[src/rtl/cache_pkg.sv]
// Shared cache definitions: fill FSM state encoding and block geometry.
package cache_pkg;

  typedef enum logic {
    FILL_IDLE = 1'b0,
    FILL_BUSY = 1'b1
  } fill_state_t;

  localparam int WORDS_PER_BLOCK_DEF = 8;
  localparam int BLOCK_OFFSET_BITS   = 4;
  localparam int WORD_SEL_BITS       = 3;

  // Clear the byte-offset bits of an address to get its block base.
  function automatic logic [15:0] block_base16(input logic [15:0] addr);
    return addr & ~((16'd1 << BLOCK_OFFSET_BITS) - 16'd1);
  endfunction

endpackage

[src/rtl/cache_fill_fsm_if.sv]
// Miss/fill bus between the cache lookup, main memory and the fill FSM.
// Optional feature macro: CACHE_FILL_PERF_CNT_EN adds fill_count.
interface cache_fill_fsm_if #(
  parameter int ADDR_WIDTH      = 16,
  parameter int WORDS_PER_BLOCK = cache_pkg::WORDS_PER_BLOCK_DEF
);
  localparam int SEL_W = $clog2(WORDS_PER_BLOCK);

  logic                  miss_detected;
  logic [ADDR_WIDTH-1:0] miss_address;
  logic                  memory_data_valid;
  logic                  fsm_busy;
  logic                  write_data_array;
  logic                  write_tag_array;
  logic [SEL_W-1:0]      data_word_sel;
  logic [ADDR_WIDTH-1:0] memory_address;
  logic                  memory_enable;
`ifdef CACHE_FILL_PERF_CNT_EN
  logic [15:0]           fill_count;
`endif

  // Cache/memory side driving the controller.
  modport master (
`ifdef CACHE_FILL_PERF_CNT_EN
    input  fill_count,
`endif
    output miss_detected, miss_address, memory_data_valid,
    input  fsm_busy, write_data_array, write_tag_array, data_word_sel,
           memory_address, memory_enable
  );

  // The fill controller itself.
  modport slave (
`ifdef CACHE_FILL_PERF_CNT_EN
    output fill_count,
`endif
    input  miss_detected, miss_address, memory_data_valid,
    output fsm_busy, write_data_array, write_tag_array, data_word_sel,
           memory_address, memory_enable
  );

endinterface

[src/rtl/fill_counter.sv]
// Up-counter with synchronous clear, count enable and terminal-count flag.
module fill_counter #(
  parameter int               WIDTH    = 4,
  parameter logic [WIDTH-1:0] TC_VALUE = '1
) (
  input  logic             clk,
  input  logic             rst,
  input  logic             clr,
  input  logic             en,
  output logic [WIDTH-1:0] count,
  output logic             tc
);

  // Count register: reset/clear win over enable.
  // NOTE: clocked state uses non-blocking (<=) so every flop samples pre-edge values.
  always_ff @(posedge clk) begin
    if (rst || clr) count <= '0;
    else if (en)    count <= count + WIDTH'(1);
  end

  assign tc = (count == TC_VALUE);

endmodule

[src/rtl/cache_fill_fsm.sv]
// Cache miss fill controller: issues WORDS_PER_BLOCK sequential word reads,
// steers returning words into the data array and writes the tag on the last.
// Optional feature macro: CACHE_FILL_PERF_CNT_EN adds a saturating fill_count.
module cache_fill_fsm
  import cache_pkg::*;
#(
  parameter int ADDR_WIDTH      = 16,
  parameter int WORDS_PER_BLOCK = WORDS_PER_BLOCK_DEF
) (
  input logic             clk,
  input logic             rst,
  cache_fill_fsm_if.slave bus
);

  localparam int SEL_W    = $clog2(WORDS_PER_BLOCK);
  localparam int CNT_W    = SEL_W + 1;
  localparam int OFF_BITS = $clog2(2 * WORDS_PER_BLOCK);
  localparam logic [ADDR_WIDTH-1:0] BASE_MASK =
    ~((ADDR_WIDTH'(1) << OFF_BITS) - ADDR_WIDTH'(1));
  localparam logic [CNT_W-1:0] REQ_TC = CNT_W'(WORDS_PER_BLOCK);
  localparam logic [CNT_W-1:0] RCV_TC = CNT_W'(WORDS_PER_BLOCK - 1);

  fill_state_t           state, state_nxt;
  logic [ADDR_WIDTH-1:0] base_q;
  logic [CNT_W-1:0]      req_cnt, rcv_cnt;
  logic                  req_tc, rcv_tc;
  logic                  busy, start, req_en, rcv_en, last;

  assign busy   = (state == FILL_BUSY);
  assign start  = (state == FILL_IDLE) && bus.miss_detected;
  assign req_en = busy && !req_tc;
  // The receive side is independent of req_cnt so valids may run ahead.
  assign rcv_en = busy && bus.memory_data_valid;
  assign last   = rcv_en && rcv_tc;

  fill_counter #(.WIDTH(CNT_W), .TC_VALUE(REQ_TC)) u_req_cnt (
    .clk(clk), .rst(rst), .clr(start), .en(req_en), .count(req_cnt), .tc(req_tc)
  );

  fill_counter #(.WIDTH(CNT_W), .TC_VALUE(RCV_TC)) u_rcv_cnt (
    .clk(clk), .rst(rst), .clr(start), .en(rcv_en), .count(rcv_cnt), .tc(rcv_tc)
  );

  // State register.
  always_ff @(posedge clk) begin
    if (rst) state <= FILL_IDLE;
    else     state <= state_nxt;
  end

  // Latch the block base when a fill starts; later address changes are ignored.
  always_ff @(posedge clk) begin
    if (rst)        base_q <= '0;
    else if (start) base_q <= bus.miss_address & BASE_MASK;
  end

  // Next-state and output decode; every output is forced low while in reset.
  // NOTE: all always_comb targets get a default first so no latch is inferred.
  always_comb begin
    state_nxt            = state;
    bus.fsm_busy         = 1'b0;
    bus.memory_enable    = 1'b0;
    bus.memory_address   = '0;
    bus.write_data_array = 1'b0;
    bus.write_tag_array  = 1'b0;
    bus.data_word_sel    = '0;

    case (state)
      FILL_IDLE: if (bus.miss_detected) state_nxt = FILL_BUSY;
      FILL_BUSY: if (last)              state_nxt = FILL_IDLE;
      default:                          state_nxt = FILL_IDLE;
    endcase

    if (!rst) begin
      bus.fsm_busy         = busy || start;
      bus.memory_enable    = req_en;
      // Offset bits are zero in the base, so OR never carries into the index.
      bus.memory_address   = busy ? (base_q | (ADDR_WIDTH'(req_cnt) << 1)) : '0;
      bus.write_data_array = rcv_en;
      bus.data_word_sel    = busy ? rcv_cnt[SEL_W-1:0] : '0;
      bus.write_tag_array  = last;
    end
  end

`ifdef CACHE_FILL_PERF_CNT_EN
  logic [15:0] fill_cnt_q;

  // Completed-fill counter, saturating at all ones.
  always_ff @(posedge clk) begin
    if (rst)                              fill_cnt_q <= '0;
    else if (last && (fill_cnt_q != '1))  fill_cnt_q <= fill_cnt_q + 16'd1;
  end

  assign bus.fill_count = fill_cnt_q;
`endif

endmodule

[src/flat_wrapper.sv]
// flat-port wrapper written by rule: the top's interface ports become plain ports
module cache_fill_fsm_flat import cache_pkg::*;
#(
  parameter int ADDR_WIDTH      = 16,
  parameter int WORDS_PER_BLOCK = WORDS_PER_BLOCK_DEF
)
  (clk, rst, bus_miss_detected, bus_miss_address, bus_memory_data_valid, bus_fsm_busy, bus_write_data_array, bus_write_tag_array, bus_data_word_sel, bus_memory_address, bus_memory_enable);
  cache_fill_fsm_if #(.ADDR_WIDTH(ADDR_WIDTH), .WORDS_PER_BLOCK(WORDS_PER_BLOCK)) bus_i ();
  input logic clk;
  input logic rst;
  input wire logic [$bits(bus_i.miss_detected)-1:0] bus_miss_detected;
  input wire logic [$bits(bus_i.miss_address)-1:0] bus_miss_address;
  input wire logic [$bits(bus_i.memory_data_valid)-1:0] bus_memory_data_valid;
  output wire logic [$bits(bus_i.fsm_busy)-1:0] bus_fsm_busy;
  output wire logic [$bits(bus_i.write_data_array)-1:0] bus_write_data_array;
  output wire logic [$bits(bus_i.write_tag_array)-1:0] bus_write_tag_array;
  output wire logic [$bits(bus_i.data_word_sel)-1:0] bus_data_word_sel;
  output wire logic [$bits(bus_i.memory_address)-1:0] bus_memory_address;
  output wire logic [$bits(bus_i.memory_enable)-1:0] bus_memory_enable;
  assign bus_i.miss_detected = bus_miss_detected;
  assign bus_i.miss_address = bus_miss_address;
  assign bus_i.memory_data_valid = bus_memory_data_valid;
  assign bus_fsm_busy = bus_i.fsm_busy;
  assign bus_write_data_array = bus_i.write_data_array;
  assign bus_write_tag_array = bus_i.write_tag_array;
  assign bus_data_word_sel = bus_i.data_word_sel;
  assign bus_memory_address = bus_i.memory_address;
  assign bus_memory_enable = bus_i.memory_enable;
  cache_fill_fsm #(.ADDR_WIDTH(ADDR_WIDTH), .WORDS_PER_BLOCK(WORDS_PER_BLOCK)) u_core (.clk(clk), .rst(rst), .bus(bus_i));
endmodule
[config.mk]
export PLATFORM = sky130hd
export DESIGN_NAME = cache_fill_fsm_flat
export DESIGN_NICKNAME = d
export VERILOG_FILES = /design/src/rtl/cache_pkg.sv /design/src/rtl/cache_fill_fsm_if.sv /design/src/rtl/fill_counter.sv /design/src/rtl/cache_fill_fsm.sv /design/src/flat_wrapper.sv
export SDC_FILE = /design/constraint.sdc
export NUM_CORES = 1
export LEC_CHECK = 0
export BUFFER_PORTS_ARGS = -buffer_cell sky130_fd_sc_hd__buf_2
export CAP_MARGIN = 5
export CORE_AREA = 2 2 63 59
export CTS_CLUSTER_SIZE = 28
export DETAILED_ROUTE_END_ITERATION = 8
export DIE_AREA = 0 0 65 61
export PLACE_DENSITY = 0.69
export SKIP_CTS_REPAIR_TIMING = 1
export SYNTH_ARGS = -nofsm -noshare
export SYNTH_HDL_FRONTEND = slang
export SYNTH_HIERARCHICAL = 1
export SYNTH_SLANG_ARGS = --single-unit
[constraint.sdc]
create_clock -name clk -period 1.86 [get_ports clk]
set_input_delay 0.093 -clock clk [delete_from_list [all_inputs] [get_ports clk]]
set_output_delay 0.093 -clock clk [all_outputs]
set_load 0.1 [all_outputs]
# --- After elaboration in Yosys (flattened, before gate mapping) ---
# Index checks and enable logic that the tools add are counted.
op_classes:
  eq_ne: 2
  n_mux: 11
  addsub: 2
  n_reduce_logical: 7
  n_bitwise: 2
ops:
  columns: ["op", "n"]
  rows:
  - ["2-to-1 mux 16 bit", 2]
  - ["OR 16 x 5 -> 16 bit", 1]
  - ["adder 4 x 1 -> 4 bit, second input constant", 2]
  - ["2-to-1 mux 1 bit", 6]
  - ["2-to-1 mux 3 bit", 2]
  - ["== test 4 x 3 -> 1 bit, second input constant", 1]
  - ["== test 4 bit, second input constant", 1]
  - ["logical AND 1 bit", 4]
  - ["logical OR 1 bit", 2]
  - ["one-hot mux 1 bit (2 select lines)", 1]
  - ["zero test 1 bit", 1]
  - ["inverter 1 bit", 1]
word_totals:
  word_cells: 28
  inputBits: 20
  output_inout_bits: 23
  reg_bits: 21

# --- Longest topological paths before layout ---
# Gate-level depths: netlist (run 1).
logic_depth:
  depth_word: 4
  ltp_mapped: 6

# --- Hierarchy ---
# Netlist (run 1), hierarchy kept.
by_module_without_submodules:
  columns: ["mod", "area_each_um2", "instances", "cells_each"]
  rows:
  - ["cache_fill_fsm", 790.8, 1, 86]
  - ["fill_counter (u_core.u_req_cnt)", 216.5, 1, 21]
  - ["fill_counter (u_core.u_rcv_cnt)", 185.2, 1, 19]

# --- Worst setup path after synthesis (run 1) ---
# OpenSTA, ideal clock, no wires.
synth_timing:
  kind: "register to output"
  from: "register u_core.state (netlist: u_core/busy)"
  to: "output port bus_fsm_busy"
  t_arrival_ns: 1.881
  path_slack_ns: -0.114
  required_ns: 1.767
  path_stages_with_launch: 4
  cell_sequence: "dfxtp_1 -> buf_4 -> nor2_2 -> nor2_1"
synth_via:
  elab_chain_len: 4
synth_rtl:
  columns: ["element", "line", "source"]
  rows:
  - ["start: declaration", "cache_fill_fsm.sv:23", "fill_state_t state, state_nxt;"]
  - ["start signal: assignment", "cache_fill_fsm.sv:47", "else state <= state_nxt;"]
  - ["inverter 1 bit", "cache_fill_fsm.sv:30", "assign start = (state == FILL_IDLE) && bus.miss_detected;"]
  - ["logical AND 1 bit", "cache_fill_fsm.sv:30", null]
  - ["logical OR 1 bit *", "cache_fill_fsm.sv:74", "bus.fsm_busy = busy || start;"]
  - ["2-to-1 mux 1 bit *", "cache_fill_fsm.sv:73", "if (!rst) begin"]
  - ["end: declaration", "flat_wrapper.sv:14", "output wire logic [$bits(bus_i.fsm_busy)-1:0] bus_fsm_busy;"]
# Every way passes the cells marked *; elsewhere a longest branch is shown, timed or not.

# --- Worst setup path in the final report (run 1) ---
layout_timing:
  from: "register u_core.state (netlist: u_core/busy)"
  to: "output port bus_write_tag_array"
layout_via:
  elab_chain_len: 3
layout_rtl:
  columns: ["element", "line", "source"]
  rows:
  - ["logical AND 1 bit", "cache_fill_fsm.sv:33", "assign rcv_en = busy && bus.memory_data_valid;"]
  - ["logical AND 1 bit", "cache_fill_fsm.sv:34", "assign last = rcv_en && rcv_tc;"]
  - ["2-to-1 mux 1 bit", "cache_fill_fsm.sv:73", null]
  - ["end: declaration", "flat_wrapper.sv:16", "output wire logic [$bits(bus_i.write_tag_array)-1:0] bus_write_tag_array;"]
# No other way between the ends.

==> flow_metrics.tcl, run 1 <==
set metrics [dict create \
    initial_utilization_pct 36.4 \
    die_h_um 61 \
    wl_per_cell_um 12.3 \
    whs_ns 0.0914 \
    cts_tree "yes" \
    first_pass_iters 4 \
    synth_edf_count 0 \
    n_antenna_cell 0 \
    finalWirelength_um 2560 \
    critPathLaunchType "register" \
    via_per_inst 4.74 \
    ios 43 \
    die-area_sq_um 3970 \
    cts_num_sinks 21 \
    synth-async-reset-ratio_pct 0 \
    synth_nets 149 \
    row_count 20 \
    layout-drive-gt1-share_pct 32.5 \
    setup-tns-final_ns 0 \
    max_freq_mhz 597 \
    clock_latency_ns 0.25 \
    clock_skew_ns 0.000788 \
    antenna_found_initial 0 \
    grt_overflow_total 0 \
    synthTopCellsByArea "dfxtp_1 35%, nand4bb_1 11%, and2_1 10%, nand2b_1 6.3%, o21ai_1 5.0%" \
    gp_congestion 0.686 \
    synth_top_area_share_pct 35.3 \
    track_usage_pct 14.2 \
    synthDistinctLibCells 36 \
    synthCells 126 \
    drc 0 \
    status "finished, final reports clean" \
    post-route-min-period_ns 1.67 \
    irDropWorstVdd_v 0.000180 \
    crit_chain "nor2b_4 > and3_1 > buf_12" \
    pre_cts_slack_ns 0.295 \
    period_share_pct 90.0 \
    place.port_buffers 37 \
    cpMaxStageDelayCell "dfxtp_1" \
    final_nets 187 \
    path_max_fanout 21 \
    grt_pass1_wl_um 4310 \
    yosysWarnings 6 \
    yosysTopAreaCell "dfxtp_1" \
    rsz0062_at_grt "no" \
    finalSetupViolCount 0 \
    synth_ff_type "dfxtp_1" \
    avgSynthCellArea_sq_um 9.46 \
    vias 981 \
    netlist_area_sq_um 1190 \
    h-tree-depth 1 \
    drt_first_iter_violations 39 \
    die_w_um 65 \
    fin_util_pct 53.8 \
    power.leakage_nw 0.709 \
    endpoint_kind "primary output" \
    cts_root_buf "clkbuf_8" \
    dpl_cell_area_sq_um 1720 \
    critical-path-max-stage-delay_ns 0.45 \
    crit_arrival_ns 1.58 \
    ys_seq_area_share_pct 35.3 \
    powerDensity_nw_per_um2 565 \
    clock_path_buffers 2 \
    finalInstanceArea_sq_um 1760 \
    crit_type "reg2out" \
    dp.final_hpwl_um 1950 \
    drv_slew 0 \
    grt_pass1_vias 1022 \
    path_clk_slew_ns 0.07 \
    fin_ws_ns 0.186 \
    cp_data_required_time_ns 1.77 \
    cap_violations 0 \
    cts_buffers 3 \
    grt_max_degree 34 \
    synth_seq_cells 21 \
    hold_path.class "in2reg" \
    area_growth_pct 47.8 \
    coreArea_sq_um 3280 \
    drtAntennaViolNets 0 \
    hold_violations 0 \
]
logic make-up (layout without fill, tap and decap cells):
kind of cell	count (synthesis)	count (layout)	synth area share, %
DFF	21	21	35.3
AOI/OAI and AO/OA	18	18	9.44
and+or+nand+nor	67	67	40.6
muxes	4	4	3.88
other	1	1	0.314
adders and majority gates	3	3	3.15
xor gates and xnor gates	2	2	1.47
buffers and inverters	10	47	5.88
cells in the mapped netlist, drive strengths merged, types with 3 or more instances:
library cell  number
and2              19
buf                8
dfxtp             21
ha                 3
nand2b            12
nand4bb           12
nor2               7
nor2b              3
o21ai             12
state kept, by name (all words and copies together), names as in the netlist:
name and count:
u_core/base_q 12, u_core/busy 1, u_core/u_rcv_cnt/count 4, u_core/u_req_cnt/count 4
power breakdown:
group          total, mW  switching [mW]  leakage [nW]  internal (mW)
sequential         0.485          0.0143         0.172          0.470
clock              0.286           0.134        0.0228          0.152
combinational      0.226           0.138         0.515         0.0876
total              0.996           0.286         0.709          0.710
final cells by class:
type	count	area (sq um)
Timing Repair Buffer	41	531
Multi-Input combinational cell	95	704
Tap cell	44	55.1
Sequential cell	21	420
Fill cell	301	1520
Clock buffer	4	45.0
Inverter	2	7.51
layer usage:
layer	share of wire (%)	track usage, %	routed length (um)	vias to the layer above
li1	-	-	-	505
met1	42	14.1	1060	454
met2	52	28.9	1340	20
met3	4.8	2.04	123	2
met4	1.1	7.29	27	0
met5	0	0	0	-
final timing paths:
kind,from,endpoint,slack [ns],depth (start not counted)
setup / recovery,u_core/busy,bus_write_tag_array,0.19,3
setup reg to reg,u_core/u_req_cnt/count[0],u_core/u_req_cnt/count[3],0.29,6
hold / removal,bus_memory_data_valid,u_core/busy,0.09,2
hold reg to reg,u_core/base_q[4],u_core/base_q[4],0.47,2
through the flow:
| stage | power, mW | std cells |
|---|---|---|
| after global routing | 1.05 | 207 |
| final | 0.996 | 207 |
| after detailed placement | 0.722 | 203 |
| after CTS | 1.01 | 207 |
| after global placement | 0.715 | 203 |
| after floorplan | 0.651 | 126 |
cells in the final DEF, fill, tap and decap left out, drive strengths merged:
cell     count
buf         41
dfxtp       21
and2        19
nand2b      12
nand4bb     12
o21ai       12
nor2         7
clkbuf       4
ha           3
nor2b        3
nand3b       2
a21oi        2
mux2i        2
xnor2        2
nor3         2
nor3b        2
inv          2
a21bo        2
or2          2
nand4        2
mux2         2
o21a         1
and2b        1
and3         1
a311oi       1
conb         1
nand2        1
and3b        1
critical path: cells and delay by family (launching register included):
family | cells | cell delay (ns)
buffers and inverters | 1 | 0.19
DFF | 1 | 0.45
and+or+nand+nor | 2 | 0.69
No activity file was read; power rests on OpenSTA's default activity.
==> inputs of run 2 (changes only) <==
--- a/config.mk
+++ b/config.mk
@@ -7,11 +7,11 @@
 export LEC_CHECK = 0
 export BUFFER_PORTS_ARGS = -buffer_cell sky130_fd_sc_hd__buf_2
 export CAP_MARGIN = 5
-export CORE_AREA = 2 2 63 59
+export CORE_AREA = 2 2 76 49
 export CTS_CLUSTER_SIZE = 28
 export DETAILED_ROUTE_END_ITERATION = 8
-export DIE_AREA = 0 0 65 61
-export PLACE_DENSITY = 0.69
+export DIE_AREA = 0 0 78 51
+export PLACE_DENSITY = 0.7
 export SKIP_CTS_REPAIR_TIMING = 1
 export SYNTH_ARGS = -nofsm -noshare
 export SYNTH_HDL_FRONTEND = slang
==> run 2 against run 1 <==
- routed wire length shrank 3.3%
- non-clock buffer count is the same
- clock power grew 3%
- largest power group unchanged
- critical endpoint unchanged
==> flow_metrics.tcl, run 2 (synthesis results as in run 1) <==
set metrics [dict create \
    powerDensity_nw_per_um2 568 \
    fin_ws_ns 0.125 \
    cts_tree "yes" \
    post-route-min-period_ns 1.73 \
    max_freq_mhz 576 \
    gp_congestion 0.795 \
    die-area_sq_um 3980 \
    period_share_pct 93.3 \
    final_cell_mix "21 x buf_12, 21 x dfxtp_1, 19 x and2_1" \
    grt_max_degree 22 \
    cts_num_sinks 21 \
    drv_slew 0 \
    layout-drive-gt1-share_pct 32.5 \
    hold_path.class "in2reg" \
    top_regs "u_core/base_q: 12 flops, u_core/u_rcv_cnt/count: 4 flops, u_core/u_req_cnt/count: 4 flops" \
    pre_cts_slack_ns 0.336 \
    dp.final_hpwl_um 1830 \
    h-tree-depth 1 \
    first_pass_iters 4 \
    path_max_fanout 21 \
    grt_pass1_vias 910 \
    multi_input_area_sq_um 704 \
    cts_buffers 3 \
    track_usage_pct 13.2 \
    fin_util_pct 51.9 \
    critPathLaunchType "register" \
    finalWirelength_um 2470 \
    drtAntennaViolNets 0 \
    n_antenna_cell 0 \
    seq_area_sq_um 420 \
    path_clk_slew_ns 0.07 \
    drt_first_iter_violations 95 \
    largest_reg_flops 12 \
    row_count 17 \
    grt_pass1_wl_um 4170 \
    cts_root_buf "clkbuf_8" \
    antenna_found_initial 0 \
    cap_violations 0 \
    clock_skew_ns 0.00285 \
    clock_latency_ns 0.26 \
    setup-tns-final_ns 0 \
    irDropWorstVdd_v 0.000368 \
    final_nets 187 \
    status "finished, final reports clean" \
    coreArea_sq_um 3400 \
    rsz0062_at_grt "no" \
    fin_cells 210 \
    cp_data_required_time_ns 1.77 \
    via_per_inst 4.65 \
    finalSetupViolCount 0 \
    initial_utilization_pct 35.0 \
    top_register "u_core/base_q" \
    hold_violations 0 \
    die_w_um 78 \
    crit_type "reg2out" \
    clock_path_buffers 2 \
    ios 43 \
    die_h_um 51 \
    crit_arrival_ns 1.64 \
    power.leakage_nw 0.709 \
    n_fill_cell 309 \
    drc 0 \
    place.port_buffers 37 \
    vias 976 \
    area_growth_pct 48.2 \
    wl_per_cell_um 11.8 \
    dp.cells 206 \
    endpoint_kind "primary output" \
    grt_overflow_total 0 \
]
## run 2: layout make-up
class	count	share of cell area, %
Inverter	2	0.425
Multi-Input combinational cell	95	39.9
Clock buffer	4	2.55
Timing Repair Buffer	41	30.0
Tap cell	47	3.33
Sequential cell	21	23.8
## run 2: where the power goes
group | switching (mW) | internal (mW) | leakage (nW)
logic | 0.138 | 0.0870 | 0.515
registers | 0.0151 | 0.470 | 0.172
clock network | 0.142 | 0.152 | 0.0228
## run 2: final timing paths
kind | from | slack [ns] | cells past startpoint | endpoint
max | u_core/busy | 0.13 | 3 | bus_write_tag_array
min | bus_memory_data_valid | 0.1 | 2 | u_core/busy
max reg2reg | u_core/u_req_cnt/count[0] | 0.32 | 6 | u_core/u_req_cnt/count[3]
min reg2reg | u_core/base_q[5] | 0.46 | 2 | u_core/base_q[5]
## run 2: layer usage
metal / wire length [um] / GRT usage [%] / vias up
met2: 1110 / 20.8 / 25
met3: 153 / 4.77 / 2
met4: 15 / 2.63 / 0
met5: 0 / 0 / -
met1: 1200 / 17.4 / 446
li1: - / - / 503
## run 2: per-stage QoR
step                hold slack, ns  instance area [sq um]  total power [mW]
detailed placement           0.367                   1720             0.721
global route                0.0934                   1770              1.05
finish                      0.0962                   1770              1.00
global placement             0.353                   1720             0.718
floorplan                    0.215                   1190             0.651
CTS                         0.0945                   1770              1.01
## run 2: worst max-delay path: stages, from the launching register on
cell and delay, ns:
dfxtp_1 0.50, nor2b_4 0.44, and3_1 0.26, buf_12 0.18
